--- src/rtl/seg_scan.sv ---
// seg_scan: multiplexed common-anode 7-segment driver.
// Scans DIGITS hex digits of a latched debug value, one digit per rising
// edge of the external 1 kHz scan clock, with a short all-anodes-off gap
// after every digit change to suppress ghosting.
// Optional build macro SEG_LZB_EN: blank leading zero digits (digit 0 is
// always shown).
module seg_scan #(
  parameter int DIGITS    = 4,
  parameter int BLANK_CYC = 4
) (
  input  logic                  clk,
  input  logic                  reset,
  input  logic                  clk_1K,
  input  logic                  en,
  input  logic [4*DIGITS-1:0]   data,
  input  logic [DIGITS-1:0]     dp_in,
  output logic [DIGITS-1:0]     an,
  output logic [6:0]            seg,
  output logic                  dp
);

  localparam int IDX_W = (DIGITS > 1) ? $clog2(DIGITS) : 1;
  localparam int CNT_W = (BLANK_CYC > 1) ? $clog2(BLANK_CYC) : 1;
  localparam logic [IDX_W-1:0] LAST_IDX = IDX_W'(DIGITS - 1);
  localparam logic [CNT_W-1:0] LAST_CNT = CNT_W'((BLANK_CYC > 0) ? BLANK_CYC - 1 : 0);

  typedef enum logic [1:0] {IDLE, BLANK, DRIVE} state_t;

  state_t              state_reg, state_next;
  logic [IDX_W-1:0]    index_reg, index_next;
  logic [CNT_W-1:0]    cnt_reg, cnt_next;
  logic [4*DIGITS-1:0] data_lat_reg, data_lat_next;
  logic [DIGITS-1:0]   an_next;
  logic [6:0]          seg_next;
  logic                dp_next;

  logic sync1_reg, sync2_reg, sync3_reg;
  logic tick;

  // Active-low {g,f,e,d,c,b,a} pattern for one hex nibble.
  function automatic logic [6:0] hex_decode(input logic [3:0] nib);
    case (nib)
      4'h0:    hex_decode = 7'b1000000;
      4'h1:    hex_decode = 7'b1111001;
      4'h2:    hex_decode = 7'b0100100;
      4'h3:    hex_decode = 7'b0110000;
      4'h4:    hex_decode = 7'b0011001;
      4'h5:    hex_decode = 7'b0010010;
      4'h6:    hex_decode = 7'b0000010;
      4'h7:    hex_decode = 7'b1111000;
      4'h8:    hex_decode = 7'b0000000;
      4'h9:    hex_decode = 7'b0010000;
      4'hA:    hex_decode = 7'b0001000;
      4'hB:    hex_decode = 7'b0000011;
      4'hC:    hex_decode = 7'b1000110;
      4'hD:    hex_decode = 7'b0100001;
      4'hE:    hex_decode = 7'b0000110;
      default: hex_decode = 7'b0001110;
    endcase
  endfunction

  // Two-flop synchroniser plus one delay flop for rising-edge detection of clk_1K.
  always_ff @(posedge clk) begin
    if (!reset) begin
      sync1_reg <= 1'b0;
      sync2_reg <= 1'b0;
      sync3_reg <= 1'b0;
    end else begin
      sync1_reg <= clk_1K;
      sync2_reg <= sync1_reg;
      sync3_reg <= sync2_reg;
    end
  end

  assign tick = sync2_reg & ~sync3_reg;

`ifdef SEG_LZB_EN
  logic [DIGITS-1:0] lead_zero;
  logic              zero_above;
`endif

  // Next-state logic, then the output pattern that goes with the next state
  // so the output registers update on the same edge as the state.
  always_comb begin
    state_next    = state_reg;
    index_next    = index_reg;
    cnt_next      = cnt_reg;
    data_lat_next = data_lat_reg;

    if (!en) begin
      // Disable wins over a coincident tick; restart waits for a later tick.
      state_next = IDLE;
      index_next = '0;
      cnt_next   = '0;
    end else begin
      case (state_reg)
        IDLE: begin
          if (tick) begin
            data_lat_next = data;
            index_next    = '0;
            cnt_next      = '0;
            state_next    = (BLANK_CYC == 0) ? DRIVE : BLANK;
          end
        end
        BLANK, DRIVE: begin
          if (tick) begin
            if (index_reg == LAST_IDX) begin
              // Latch a new value only at frame wrap so a frame never tears.
              index_next    = '0;
              data_lat_next = data;
            end else begin
              index_next = index_reg + IDX_W'(1);
            end
            cnt_next   = '0;
            state_next = (BLANK_CYC == 0) ? DRIVE : BLANK;
          end else if (state_reg == BLANK) begin
            if (cnt_reg == LAST_CNT) begin
              state_next = DRIVE;
            end else begin
              cnt_next = cnt_reg + CNT_W'(1);
            end
          end
        end
        default: state_next = IDLE;
      endcase
    end

`ifdef SEG_LZB_EN
    // A digit is a leading zero when it and every digit above it are zero.
    lead_zero  = '0;
    zero_above = 1'b1;
    for (int k = DIGITS - 1; k >= 1; k--) begin
      zero_above   = zero_above & (data_lat_next[4*k +: 4] == 4'h0);
      lead_zero[k] = zero_above;
    end
`endif

    an_next  = '1;
    seg_next = 7'h7F;
    dp_next  = 1'b1;
    if (state_next == DRIVE) begin
      for (int k = 0; k < DIGITS; k++) begin
        if (index_next == IDX_W'(k)) begin
          an_next[k] = 1'b0;
          seg_next   = hex_decode(data_lat_next[4*k +: 4]);
          dp_next    = ~dp_in[k];
`ifdef SEG_LZB_EN
          if (lead_zero[k]) seg_next = 7'h7F;
`endif
        end
      end
    end
  end

  // State, scan position, latched value and registered pin drivers.
  always_ff @(posedge clk) begin
    if (!reset) begin
      state_reg    <= IDLE;
      index_reg    <= '0;
      cnt_reg      <= '0;
      data_lat_reg <= '0;
      an           <= '1;
      seg          <= 7'h7F;
      dp           <= 1'b1;
    end else begin
      state_reg    <= state_next;
      index_reg    <= index_next;
      cnt_reg      <= cnt_next;
      data_lat_reg <= data_lat_next;
      an           <= an_next;
      seg          <= seg_next;
      dp           <= dp_next;
    end
  end

endmodule

--- config.mk ---
export PLATFORM = sky130hd
export DESIGN_NAME = seg_scan
export DESIGN_NICKNAME = d
export VERILOG_FILES = /design/src/rtl/seg_scan.sv
export SDC_FILE = /design/constraint.sdc
export NUM_CORES = 1
export LEC_CHECK = 0
export BUFFER_PORTS_ARGS = -buffer_cell sky130_fd_sc_hd__buf_2
export CORE_MARGIN = 5
export CORE_UTILIZATION = 50
export DETAILED_ROUTE_END_ITERATION = 7
export HOLD_SLACK_MARGIN = 0.12
export PLACE_DENSITY = 0.74
export SYNTH_ARGS = -nofsm -noshare
export SYNTH_HDL_FRONTEND = slang
export SYNTH_SLANG_ARGS = --single-unit
--- constraint.sdc ---
create_clock -name clk -period 4 [get_ports clk]
set_input_delay 0.4 -clock clk [delete_from_list [all_inputs] [get_ports clk]]
set_output_delay 0.4 -clock clk [all_outputs]
set_load 0.03 [all_outputs]
==> results of run 1 <==
==> layout by cell type (no fill, tap or decap), types with 5 or more instances in the layout <==
cell type	synthesis	layout
dfxtp_1	37	37
buf_2	6	35
nor2_1	34	34
nand2_1	29	29
ha_1	27	27
a21oi_1	14	14
a22oi_1	13	13
inv_1	11	11
a22o_1	10	10
nand3_1	9	9
nand2b_1	6	6
a31oi_1	6	6
mux2i_1	6	6
o21ai_0	6	6
nor3_1	6	6
a32oi_1	5	5
and3_1	5	5
clkbuf_8	0	5
buf_4	1	5
==> power breakdown <==
part	total (W)	switching (W)	internal, W
Combinational	0.000105	0.0000635	0.0000419
Clock	0.000259	0.000138	0.000121
Sequential	0.000375	0.00000228	0.000373
Total	0.000739	0.000204	0.000536
==> logic make-up after synthesis <==
group	count (synthesis)	share of synthesized area
flops	37	0.297
mux	7	0.0286
simple gates	111	0.216
xor+xnor	1	0.00351
compound gates	89	0.279
buf+inv	22	0.0406
fa+ha+maj	27	0.135
==> stage by stage <==
stage | area, µm² | hold WS [ns] | std cells | total power, W
6_report | 2820 | 0.310 | 399 | 0.000739
5_1_grt | 2820 | 0.318 | 399 | 0.000773
3_5_place_dp | 2740 | 0.422 | 391 | 0.000487
4_1_cts | 2820 | 0.314 | 399 | 0.000741
3_3_place_gp | 2740 | 0.413 | 391 | 0.000485
2_1_floorplan | 2490 | 0.412 | 294 | 0.000455
==> worst reg2reg max path: cells and delay by family, from the launching register on <==
family | cells | cell delay [ns]
adders and majority gates | 2 | 0.85
buffers and inverters | 1 | 0.06
and+or+nand+nor | 3 | 1.09
DFF | 1 | 0.39
AOI/OAI and AO/OA | 4 | 0.82
==> layout make-up <==
| type | count | area (µm²) |
|---|---|---|
| clock buffer | 6 | 72.6 |
| clock inverter | 2 | 10.0 |
| fill | 427 | 1960 |
| inverter | 12 | 45.0 |
| multi-input combinational | 235 | 1660 |
| sequential | 37 | 741 |
| tap | 67 | 83.8 |
| timing repair buffer | 40 | 213 |
==> per-layer routing <==
metal / global-route usage / up-vias
met5: 0 / -
met4: 0.0693 / 0
met3: 0.0404 / 11
met2: 0.315 / 72
met1: 0.254 / 1069
li1: - / 1169
==> worst min-delay path by stage <==
stage	end	slack (ns)	cells past startpoint
after detailed placement	sync2_reg	0.42	1
after floorplan	sync2_reg	0.41	1
final	sync1_reg	0.31	2
after global routing	sync1_reg	0.32	2
after CTS	sync1_reg	0.31	2
after global placement	sync2_reg	0.41	1
==> results.py, run 1 <==
metrics = {
    "status": {
        "outcome": "complete, no violations",
    },
    "sta": {
        "rsz0062_at_grt": "no",
        "slew_viol_final": 0,
        "max-slew-margin-rel": 0.515,
        "tightest_slew_ns": 0.728,
        "fin_worst_skew_ns": 0.00718,
        "finalSetupTns_ns": 0,
        "final_hold_viol_count": 0,
        "setup_viol": 0,
        "fin_crit_sh": 0.832,
        "finalCriticalPeriod_ns": 3.33,
        "worst_slack_ns": 0.674,
        "max_freq_ghz": 0.301,
    },
    "setup_path": {
        "endpoint": "seg[1]",
        "cp_top_family": "simple AND/OR/NAND/NOR gates",
        "reg2reg_slack_ns": 0.67,
        "cp_common_cell": "ha_1",
        "ff2ff_path_depth": 10,
        "critPathArrivalTime_ns": 3.49,
        "startpoint_type": "flop",
        "cpPeakStageDelay_ns": 0.51,
        "critical_path.startpoint": "state_reg[0]",
        "cp.depth": 10,
        "timing.critical_path.buf_inv": 1,
        "crit_type": "reg2reg",
        "path_cells": "inv_1, ha_1, a21oi_1, nor3_4, a22oi_1, ha_1, and3_1, a31oi_1, o221ai_1, or3b_1",
        "cp.required_ns": 4.17,
        "worstPathMaxFanout": 15,
        "r2r_end": "seg[1]",
        "cp-end-kind": "flop",
        "regToRegStartpoint": "state_reg[0]",
        "cp_slowest_cell": "nor3_4",
    },
    "route": {
        "wl_per_cell_um": 15.5,
        "routed.top_layer": "met4",
        "drc_errors": 0,
        "routed_via_density": 5.82,
        "totalWireLength_um": 6170,
        "dr_total_vias": 2321,
        "dr_wl_met2_um": 2930,
        "drtIter0Drc": 199,
        "first_pass_iters": 5,
        "postRouteAntennaNets": 0,
        "dr_wl_met3_um": 323,
        "wl_met1_um": 2800,
    },
    "clock_network": {
        "cts_root_buf": "clkbuf_8",
        "clk_latency_ns": 0.29,
        "cts_max_level": 2,
        "cts_tree": "yes",
        "cts_sinks": 37,
        "postCtsSetupBuffers": 0,
        "hold_buffers": 0,
        "cts.clk_slew.worst_paths_ns": 0.08,
        "numCtsBuffers": 5,
        "clock_path_buffers": 2,
        "ctsResizeCount": 0,
    },
    "floorplanning": {
        "core-area_mm2": 0.00479,
        "start_util": 0.521,
        "dieArea_mm2": 0.00650,
        "fp.dieH_um": 80.6,
        "die_w_um": 80.6,
        "ios": 36,
        "rows": 25,
    },
    "cells_and_area": {
        "nets": 382,
        "drive_gt1_frac": 0.178,
        "antennaDiodeCount": 0,
        "syn_to_final_growth_pct": 13.2,
        "final_util": 0.590,
        "largest_reg_flops": 16,
    },
    "synth": {
        "async_flop_share": 0,
        "synthCells": 294,
        "synth_edf_count": 0,
        "synth_commonest_cells": "37 x dfxtp_1, 34 x nor2_1, 29 x nand2_1",
        "synth_top_area_share": 0.297,
        "seq_area_frac_synth": 0.297,
        "yosys.area.top_type": "dfxtp_1",
        "yosysMostFrequentCell": "dfxtp_1",
        "synthTopCellsByArea": "dfxtp_1 30%, ha_1 14%, nor2_1 5.1%",
        "netlist_area_mm2": 0.00249,
        "synth_nets": 345,
        "synth.avg_cell_area_um2": 8.49,
        "ys_warn_count": 0,
        "synthFlopType": "dfxtp_1",
        "postSynthRegisterBits": 37,
        "synthDistinctLibCells": 58,
    },
    "global_routing": {
        "antenna_found_initial": 0,
        "first_global_vias": 2111,
        "grt_max_degree": 19,
        "globalRouteTotalUtil": 0.194,
        "grt_overflow": 0,
        "grt_pass1_wl_um": 9920,
    },
    "place": {
        "dpl.hpwl_um": 4670,
        "gp_congestion": 0.883,
        "dp_slack_ns": 0.699,
        "io_buffers": 35,
    },
    "power": {
        "p_leak_nw": 1.16,
        "vdd.ir_drop.worst_v": 0.000206,
        "pwr_density_cell_mw_per_mm2": 262,
    },
    "hold_path": {
        "hold_path_class": "in2reg",
        "min_from": "clk_1K",
    },
    "job": {
        "maxCapViolations": 0,
    },
}
(Power assumes the default switching activity.)
==> inputs of run 2 (changes only) <==
- PLACE_DENSITY: 0.74 -> 0.77
- clock period: 4 -> 2.8 ns (I/O delays scaled with it)
==> results.py, run 2 (synthesis results as in run 1) <==
metrics = {
    "clock_network": {
        "cts_max_level": 2,
        "cts_root_buf": "clkbuf_8",
        "clk_latency_ns": 0.29,
        "numCtsBuffers": 5,
        "clock_path_buffers": 2,
        "cts_tree": "yes",
        "cts.clk_slew.worst_paths_ns": 0.08,
        "hold_buffers": 0,
        "cts_sinks": 37,
    },
    "cells_and_area": {
        "multi_input_area_mm2": 0.00185,
        "nFillCells": 307,
        "syn_to_final_growth_pct": 40.9,
        "antennaDiodeCount": 0,
        "nets": 439,
        "mostFrequentLayoutCells": "52 x buf_4, 35 x dfxtp_1, 35 x buf_2",
        "drive_gt1_frac": 0.396,
        "layout.area.seq_um2": 748,
        "final_common_cell": "buf_4",
        "largest_reg_flops": 16,
        "final_cell_area_mm2": 0.00351,
    },
    "floorplanning": {
        "die_w_um": 80.6,
        "start_util": 0.521,
        "ios": 36,
        "fp.dieH_um": 80.6,
        "core-area_mm2": 0.00479,
        "rows": 25,
        "dieArea_mm2": 0.00650,
    },
    "setup_path": {
        "critical_path.startpoint": "state_reg[0]",
        "startpoint_type": "flop",
        "r2r_end": "seg[0]",
        "cp-end-kind": "flop",
        "worstPathMaxFanout": 5,
        "critPathArrivalTime_ns": 2.92,
        "endpoint": "seg[0]",
        "ff2ff_path_depth": 12,
        "regToRegStartpoint": "state_reg[0]",
        "cp.required_ns": 2.97,
        "crit_type": "reg2reg",
        "reg2reg_slack_ns": 0.05,
    },
    "route": {
        "drc_errors": 0,
        "wl_per_cell_um": 18.1,
        "first_pass_iters": 5,
        "postRouteAntennaNets": 0,
        "drtIter0Drc": 266,
        "routed_via_density": 6.19,
        "totalWireLength_um": 8240,
        "dr_total_vias": 2824,
    },
    "place": {
        "io_buffers": 35,
        "gp_congestion": 0.984,
        "placed_area_mm2": 0.00305,
        "dpl.hpwl_um": 5360,
        "dp_slack_ns": -0.116,
    },
    "power": {
        "vdd.ir_drop.worst_v": 0.000369,
        "total_power_w": 0.00113,
        "p_leak_nw": 1.46,
        "pwr_density_cell_mw_per_mm2": 322,
    },
    "sta": {
        "whs_ns": 0.201,
        "worst_slack_ns": 0.0460,
        "finalSetupTns_ns": 0,
        "tightest_slew_ns": 0.605,
        "finalCriticalPeriod_ns": 2.75,
        "slew_viol_final": 0,
        "fin_worst_skew_ns": 0.00473,
        "max-slew-margin-rel": 0.596,
        "max_freq_ghz": 0.363,
        "setup_viol": 0,
        "fin_crit_sh": 0.984,
        "final_hold_viol_count": 0,
    },
    "hold_path": {
        "hold_path_class": "in2reg",
    },
    "global_routing": {
        "grt_pass1_wl_um": 11600,
        "grt_max_degree": 18,
        "globalRouteTotalUtil": 0.229,
        "grt_overflow": 0,
        "first_global_vias": 2524,
        "antenna_found_initial": 0,
    },
    "status": {
        "outcome": "complete, no violations",
    },
    "job": {
        "maxCapViolations": 0,
    },
}
run 2: cell types whose count changed in the layout (fill, tap and decap cells not counted), moves of 7 or more:
cell,delta
buf_6,+7
a22oi_2,+8
ha_1,-9
a22oi_1,-8
buf_4,+47
run 2: per-stage QoR:
stage,util,std cells
final,0.734,456
after global routing,0.734,456
after CTS,0.665,438
after detailed placement,0.637,426
after global placement,0.637,426
after floorplan,-,294
run 2: per-layer routing:
layer | share of wire | global-route usage | wire [µm] | vias to the layer above
li1 | - | - | - | 1290
met1 | 0.40 | 0.296 | 3300 | 1334
met2 | 0.48 | 0.372 | 3970 | 159
met3 | 0.073 | 0.0426 | 604 | 41
met4 | 0.045 | 0.0963 | 369 | 0
met5 | 0 | 0 | 0 | -
run 2: what timing repair did:
| action | in CTS | in global routing |
|---|---|---|
| pin swaps | 3 | 21 |
| buffers inserted | 4 | 18 |
| resized for setup | 5 | 45 |
| setup endpoints to repair | 6 | 7 |
run 2: cell type report:
| cell class | count | share of cell area |
|---|---|---|
| clock buffer | 5 | 0.0196 |
| clock inverter | 3 | 0.00498 |
| inverter | 12 | 0.0128 |
| multi-input combinational | 235 | 0.525 |
| sequential | 37 | 0.213 |
| tap | 67 | 0.0239 |
| timing repair buffer | 97 | 0.200 |
run 2: critical path, stage by stage, from the launching register on:
cell and delay (ns):
dfxtp_4 0.39, inv_2 0.05, ha_4 0.30, a21oi_4 0.07
nor3_4 0.31, buf_6 0.16, a22oi_2 0.13, buf_4 0.17
buf_4 0.13, ha_2 0.19, a22oi_2 0.17, a21oi_1 0.08
or4_1 0.50
run 2: worst min-delay path by stage:
stage	start	end	slack [ns]	cells past startpoint
final	clk_1K	sync1_reg	0.20	2
after global routing	clk_1K	sync1_reg	0.19	2
after CTS	clk_1K	sync1_reg	0.20	2
after detailed placement	sync1_reg	sync2_reg	0.43	1
after global placement	sync1_reg	sync2_reg	0.42	1
after floorplan	en	an[1]	0.35	1
run 2: power by group:
part	switching [W]	internal [W]
logic	0.000120	0.000104
clock network	0.000200	0.000172
registers	0.00000418	0.000531
==> inputs of run 3 (changes only) <==
- CORE_MARGIN: 5 -> 2
==> results.py, run 3 (synthesis results as in run 1) <==
metrics = {
    "clock_network": {
        "numCtsBuffers": 5,
        "clock_path_buffers": 2,
        "clk_latency_ns": 0.30,
        "cts_tree": "yes",
        "hold_buffers": 0,
        "cts_root_buf": "clkbuf_8",
        "cts_sinks": 37,
        "cts_max_level": 2,
        "cts.clk_slew.worst_paths_ns": 0.08,
    },
    "global_routing": {
        "first_global_vias": 2460,
        "globalRouteTotalUtil": 0.258,
        "grt_pass1_wl_um": 11100,
        "antenna_found_initial": 0,
        "grt_overflow": 0,
        "grt_max_degree": 19,
    },
    "floorplanning": {
        "dieArea_mm2": 0.00557,
        "core-area_mm2": 0.00475,
        "fp.dieH_um": 74.6,
        "start_util": 0.525,
        "ios": 36,
        "die_w_um": 74.6,
        "rows": 25,
    },
    "route": {
        "first_pass_iters": 6,
        "dr_total_vias": 2602,
        "drtIter0Drc": 188,
        "totalWireLength_um": 7130,
        "postRouteAntennaNets": 0,
        "drc_errors": 0,
        "wl_per_cell_um": 15.9,
        "routed_via_density": 5.80,
    },
    "sta": {
        "max_freq_ghz": 0.363,
        "worst_slack_ns": 0.0431,
        "slew_viol_final": 0,
        "fin_worst_skew_ns": 0.00677,
        "rsz0062_at_grt": "yes",
        "setup_viol": 0,
        "finalCriticalPeriod_ns": 2.76,
        "finalSetupTns_ns": 0,
        "fin_crit_sh": 0.985,
        "max-slew-margin-rel": 0.600,
        "tightest_slew_ns": 0.598,
        "final_hold_viol_count": 0,
    },
    "hold_path": {
        "hold_path_class": "in2reg",
    },
    "cells_and_area": {
        "drive_gt1_frac": 0.359,
        "mostFrequentLayoutCells": "50 x buf_4, 35 x dfxtp_1, 35 x buf_2",
        "antennaDiodeCount": 0,
        "largest_reg_flops": 16,
        "nets": 432,
        "final_common_cell": "buf_4",
        "syn_to_final_growth_pct": 37.9,
        "final_util": 0.723,
    },
    "place": {
        "gp_congestion": 0.933,
        "dp_slack_ns": -0.104,
        "io_buffers": 35,
        "dpl.hpwl_um": 5150,
    },
    "power": {
        "total_power_w": 0.00131,
        "vdd.ir_drop.worst_v": 0.000309,
        "p_leak_nw": 1.44,
        "pwr_density_cell_mw_per_mm2": 380,
    },
    "setup_path": {
        "cp-end-kind": "flop",
        "startpoint_type": "flop",
        "cp.required_ns": 2.97,
        "critPathArrivalTime_ns": 2.93,
        "worstPathMaxFanout": 7,
        "crit_type": "reg2reg",
    },
    "job": {
        "maxCapViolations": 0,
    },
    "status": {
        "outcome": "complete, no violations",
    },
}
-- run 3: final cells by class --
class / count / area [µm²]
sequential: 37 / 746
timing repair buffer: 90 / 616
tap: 67 / 83.8
inverter: 12 / 45.0
clock inverter: 3 / 65.1
multi-input combinational: 235 / 1820
fill: 360 / 1320
clock buffer: 5 / 68.8
-- run 3: worst max-delay path, cell delays in order, from the launching register on --
cell and delay, ns:
dfxtp_2 0.37, inv_2 0.06, ha_4 0.29, a21oi_2 0.07, nor3_4 0.39, a22oi_2 0.20, buf_4 0.20, ha_4 0.18
a221oi_4 0.26, o21ai_1 0.12, or4_1 0.49
-- run 3: repair_timing --
item	4_1_cts	5_1_grt
setup buffers	0	11
gates cloned	0	0
setup endpoints to repair	5	7
gates resized for setup	5	32
hold endpoints to repair	0	0
pin swaps	3	16
-- run 3: layer usage --
layer | wire length (µm) | vias to the layer above | GRT usage
met5 | 0 | - | 0
met4 | 244 | 0 | 0.117
met3 | 371 | 25 | 0.0482
met2 | 3380 | 90 | 0.421
met1 | 3130 | 1216 | 0.333
li1 | - | 1271 | -
-- run 3: path summary, 6_finish.rpt --
path / start / slack, ns / to / depth (start not counted)
hold / removal: clk_1K / 0.19 / sync1_reg / 2
setup reg to reg: state_reg[1] / 0.04 / seg[0] / 10
setup / recovery: state_reg[1] / 0.04 / seg[0] / 10
hold reg to reg: sync1_reg / 0.44 / sync2_reg / 1
-- run 3: power by group --
group	internal [W]	switching [W]	total, W
clock network	0.000354	0.000208	0.000562
logic	0.0000985	0.000110	0.000208
registers	0.000532	0.00000402	0.000536
-- run 3: stage by stage --
step                hold slack, ns  std cells  instance area, µm²
floorplan                    0.354        294                2510
global placement             0.413        430                3070
detailed placement           0.420        430                3070
finish                       0.187        449                3440
global route                 0.192        449                3440
CTS                          0.186        438                3220
